`config.mk`:
```
export PLATFORM = sky130hd
export DESIGN_NAME = nou_out_interface_unit
export DESIGN_NICKNAME = d
export VERILOG_FILES = /design/src/rtl/nou_out_interface_unit.sv
export SDC_FILE = /design/constraint.sdc
export NUM_CORES = 1
export LEC_CHECK = 0
export CAP_MARGIN = 15
export CORE_ASPECT_RATIO = 1.4
export CORE_MARGIN = 2
export CORE_UTILIZATION = 50
export DETAILED_ROUTE_END_ITERATION = 7
export PLACE_DENSITY = 0.8
export SETUP_SLACK_MARGIN = 0.5
export SLEW_MARGIN = 40
export SYNTH_ARGS = -nofsm -noshare
export SYNTH_HDL_FRONTEND = slang
export SYNTH_SLANG_ARGS = --single-unit
```
`constraint.sdc`:
```
create_clock -name clk -period 3.2 [get_ports clk]
set_input_delay 0.64 -clock clk [delete_from_list [all_inputs] [get_ports clk]]
set_output_delay 0.64 -clock clk [all_outputs]
set_load 0.03 [all_outputs]
```
`src/rtl/nou_out_interface_unit.sv`:
```
// Router-to-NOU egress: credit-fed flit FIFO presented over a valid/ready handshake.
// Every dequeued flit returns one registered yummy credit to the router.
module nou_out_interface_unit #(
   parameter int unsigned DAT_WIDTH  = 8,
   parameter int unsigned TID_WIDTH  = 4,
   parameter int unsigned TYPE_WIDTH = 2,
   parameter int unsigned WIDTH      = TID_WIDTH + TYPE_WIDTH + DAT_WIDTH,
   parameter int unsigned DEPTH      = 2
) (
   input  logic                  clk,
   input  logic                  rst,
   input  logic [WIDTH-1:0]      router_niou_data,
   input  logic                  router_niou_valid,
   output logic                  niou_router_yummy,
   output logic [TID_WIDTH-1:0]  niou_nou_tid,
   output logic [TYPE_WIDTH-1:0] niou_nou_type,
   output logic [DAT_WIDTH-1:0]  niou_nou_data,
   output logic                  niou_nou_valid,
   input  logic                  nou_niou_ready,
   output logic                  niou_ovf_err
);

   localparam int unsigned CNT_W = $clog2(DEPTH + 1);
   localparam int unsigned PTR_W = (DEPTH > 1) ? $clog2(DEPTH) : 1;

   logic [WIDTH-1:0] mem [DEPTH];
   logic [PTR_W-1:0] wr_ptr;
   logic [PTR_W-1:0] rd_ptr;
   logic [CNT_W-1:0] count;
   logic             full_c;
   logic             push_c;
   logic             pop_c;
   logic [WIDTH-1:0] head_c;

   // Pointers wrap at DEPTH-1 so non power-of-two depths work.
   function automatic logic [PTR_W-1:0] ptr_inc(input logic [PTR_W-1:0] p);
      return (p == PTR_W'(DEPTH - 1)) ? '0 : p + PTR_W'(1);
   endfunction

   // Push is judged on the pre-pop count: a flit arriving while full is dropped.
   always_comb begin
      full_c = (count == CNT_W'(DEPTH));
      push_c = router_niou_valid && !full_c;
      pop_c  = niou_nou_valid && nou_niou_ready;
      head_c = mem[rd_ptr];
   end

   assign niou_nou_valid = (count != '0);
   assign niou_nou_tid   = head_c[WIDTH-1 -: TID_WIDTH];
   assign niou_nou_type  = head_c[DAT_WIDTH +: TYPE_WIDTH];
   assign niou_nou_data  = head_c[DAT_WIDTH-1:0];

   always_ff @(posedge clk) begin
      if (!rst) begin
         for (int unsigned i = 0; i < DEPTH; i++) begin
            mem[i] <= '0;
         end
         wr_ptr            <= '0;
         rd_ptr            <= '0;
         count             <= '0;
         niou_router_yummy <= 1'b0;
         niou_ovf_err      <= 1'b0;
      end else begin
         if (push_c) begin
            mem[wr_ptr] <= router_niou_data;
            wr_ptr      <= ptr_inc(wr_ptr);
         end
         if (pop_c) begin
            rd_ptr <= ptr_inc(rd_ptr);
         end
         case ({push_c, pop_c})
            2'b10:   count <= count + CNT_W'(1);
            2'b01:   count <= count - CNT_W'(1);
            default: count <= count;
         endcase
         niou_router_yummy <= pop_c;
         if (router_niou_valid && full_c) begin
            niou_ovf_err <= 1'b1;
         end
      end
   end

endmodule

```
==> results.json <==
{
  "status": "finished, final reports clean",
  "vias_per_cell": 5.08,
  "nNetsFinal": 180,
  "slew_headroom": 0.578,
  "worst_pin_slew_ps": 631,
  "muxShareOfSynthArea": 0.105,
  "period_needed_ps": 2470,
  "clk_latency_ps": 290,
  "synth_top_family_by_area": "simple AND/OR/NAND/NOR gates",
  "synth.avg_cell_area_um2": 12.3,
  "drv_slew": 0,
  "die_area_mm2": 0.00346,
  "gp_congestion": 0.691,
  "ys_ff_latch": 35,
  "cts_root_buf": "clkbuf_8",
  "drt_pass1_iterations": 4,
  "dp_cells": 191,
  "fp.dieH_um": 68.8,
  "finalHoldViolCount": 0,
  "synthesis.nets": 141,
  "drive_above_1_share": 0.185,
  "yosys.area_share.simple": 0.161,
  "rsz0062_at_grt": "no",
  "r2r_setup_slack_ps": 1450,
  "wirelength_um": 2890,
  "grt_overflow": 0,
  "instances_no_fill": 199,
  "synth_xor_area_frac": 0.0175,
  "synth_cell_type_count": 24,
  "syn_to_final_growth_pct": 33.9,
  "synth_seq_area_share": 0.654,
  "utilization": 0.705,
  "cts.reportedPaths.clkPinSlew_ps": 70,
  "grt_util_all_layers": 0.197,
  "grt_start_max_net_pins": 16,
  "yosys_warnings": 0,
  "cts_hold_buffers": 0,
  "power.density_mw_per_mm2": 828,
  "synth_compound_area_frac": 0.0250,
  "via_count": 1011,
  "die_w_um": 50.3,
  "critPathKind": "flip-flop to primary output",
  "finalSetupTns_ps": 0,
  "cts_buffers": 5,
  "cp_max_fo": 14,
  "p_leak_nw": 0.768,
  "ant_nets": 0,
  "rows": 23,
  "crit_path_start_kind": "flip-flop",
  "ir_drop_uv": 630,
  "grt_pass1_wl_um": 4760,
  "rr_worst_depth": 4,
  "cap_violations": 0,
  "total_power_mw": 1.66,
  "cts_max_level": 2,
  "fin_crit_sh": 0.772,
  "coreArea_mm2": 0.00285,
  "clock_path_buffers": 2,
  "synth_cells": 122,
  "grt_pass1_vias": 1051,
  "finalSetupViolCount": 0,
  "whs_ps": 516,
  "initial_core_util": 0.527,
  "skew_ps": 5.73,
  "diodes": 0,
  "fmax_ghz": 0.405,
  "r2r_end": "mem[1][6]$_SDFFCE_PN0P_",
  "drt_iter0_drc": 21,
  "worst-endpoint-required_ps": 2560,
  "critical_path.endpoint": "niou_nou_tid[2]",
  "cp_data_arrival_time_ps": 1830,
  "syn-cell-area_mm2": 0.00150,
  "tritoncts": "yes",
  "cp-end-kind": "primary output",
  "hold_class": "flip-flop to flip-flop",
  "drc": 0,
  "postCtsSetupBuffers": 0,
  "rr_startpoint": "count[0]$_SDFFE_PN0P_",
  "io_buffers": 34,
  "clock-sinks": 35,
  "dp_hpwl_um": 2030,
  "wl_per_cell_um": 14.5,
  "antenna_found_initial": 0,
  "boundaryPins": 35,
  "synthAdderAreaFrac": 0.00834
}
-- through the flow --
| stage | cell area, um2 | setup WS [ps] |
|---|---|---|
| after floorplan | 1500 | 1240 |
| after global placement | 1880 | 865 |
| after detailed placement | 1880 | 808 |
| after CTS | 2010 | 713 |
| after global routing | 2010 | 682 |
| final | 2010 | 728 |
-- critical path: stages (launching register included) --
cell	delay, ps
dfxtp_2	540
mux2_2	390
clkdlybuf4s50_1	610
-- synthesized netlist by cell type --
cell / instances / area [um2]
nor2b_1: 1 / 6.26
xor2_1: 1 / 8.76
dfxtp_1: 7 / 140
and2_1: 4 / 25.0
a21boi_0: 2 / 15.0
buf_2: 2 / 10.0
xnor2_1: 2 / 17.5
nor2b_2: 1 / 8.76
a21oi_1: 1 / 5.00
ha_1: 1 / 12.5
buf_6: 2 / 22.5
nand3_1: 1 / 5.00
nand2_1: 17 / 63.8
o21ai_0: 2 / 10.0
nor2_2: 1 / 6.26
nor2_1: 27 / 101
nand2b_1: 1 / 6.26
or2_2: 1 / 6.26
edfxtp_1: 28 / 841
or3_1: 2 / 12.5
mux2_2: 14 / 158
clkbuf_1: 2 / 7.51
inv_1: 1 / 3.75
o21a_1: 1 / 7.51
-- routing by layer --
layer,part of all wire,up-vias,track usage
met2,0.57,25,0.368
met3,0.047,6,0.0603
met1,0.35,486,0.186
met5,0,-,0
met4,0.023,0,0.125
li1,-,494,-
-- sequential cells by signal (all words and copies together) (netlist names), named ones only --
signal and cells:
mem 28, count 2, niou_ovf_err 1, niou_router_yummy 1
rd_ptr 1, wr_ptr 1
-- placed cells by master (no fill, tap or decap), types with 2 or more instances in the layout --
master / Yosys / final
xnor2_1: 2 / 2
nand2_1: 17 / 17
and2_1: 4 / 4
nor2_1: 27 / 27
o21ai_0: 2 / 2
or3_1: 2 / 2
edfxtp_1: 28 / 28
clkbuf_8: 0 / 5
clkdlybuf4s50_1: 0 / 34
a21boi_0: 2 / 2
dfxtp_1: 7 / 6
mux2_2: 14 / 14
buf_4: 0 / 4
-- cell families (layout without fill, tap and decap cells) --
group                      count (synthesis)  count (layout)
buffers and inverters                      7              47
xor gates and xnor gates                   3               3
AOI/OAI and AO/OA                          6               6
DFF                                       35              35
muxes                                     14              14
adders and majority gates                  1               1
and+or+nand+nor                           56              56
-- how the worst min path moves through the flow --
stage	depth (start not counted)	slack [ps]	startpoint	to
after global routing	2	550	niou_ovf_err$_SDFFE_PN0P_	niou_ovf_err$_SDFFE_PN0P_
after global placement	2	480	wr_ptr$_SDFFE_PN0P_	wr_ptr$_SDFFE_PN0P_
final	2	520	niou_ovf_err$_SDFFE_PN0P_	niou_ovf_err$_SDFFE_PN0P_
after floorplan	2	470	wr_ptr$_SDFFE_PN0P_	wr_ptr$_SDFFE_PN0P_
after CTS	2	520	niou_ovf_err$_SDFFE_PN0P_	niou_ovf_err$_SDFFE_PN0P_
after detailed placement	2	490	niou_ovf_err$_SDFFE_PN0P_	niou_ovf_err$_SDFFE_PN0P_
-- cell type report --
cell class | instances | area, um2
Clock inverter | 2 | 37.5
Multi-Input combinational cell | 80 | 475
Inverter | 1 | 3.75
Sequential cell | 35 | 982
Fill cell | 206 | 840
Tap cell | 37 | 46.3
Clock buffer | 6 | 93.8
Timing Repair Buffer | 38 | 370
-- power by group --
group	internal, mW	switching (mW)	leakage, nW
Clock	0.279	0.161	0.0626
Sequential	0.585	0.0644	0.356
Combinational	0.278	0.297	0.350
Total	1.14	0.522	0.768
-- repair_timing --
action,4_1_cts,5_1_grt
endpoints found under the setup margin,1,0
resized for setup,1,0
endpoints found under the hold margin,0,0
Power figures use the tool's default switching activity.
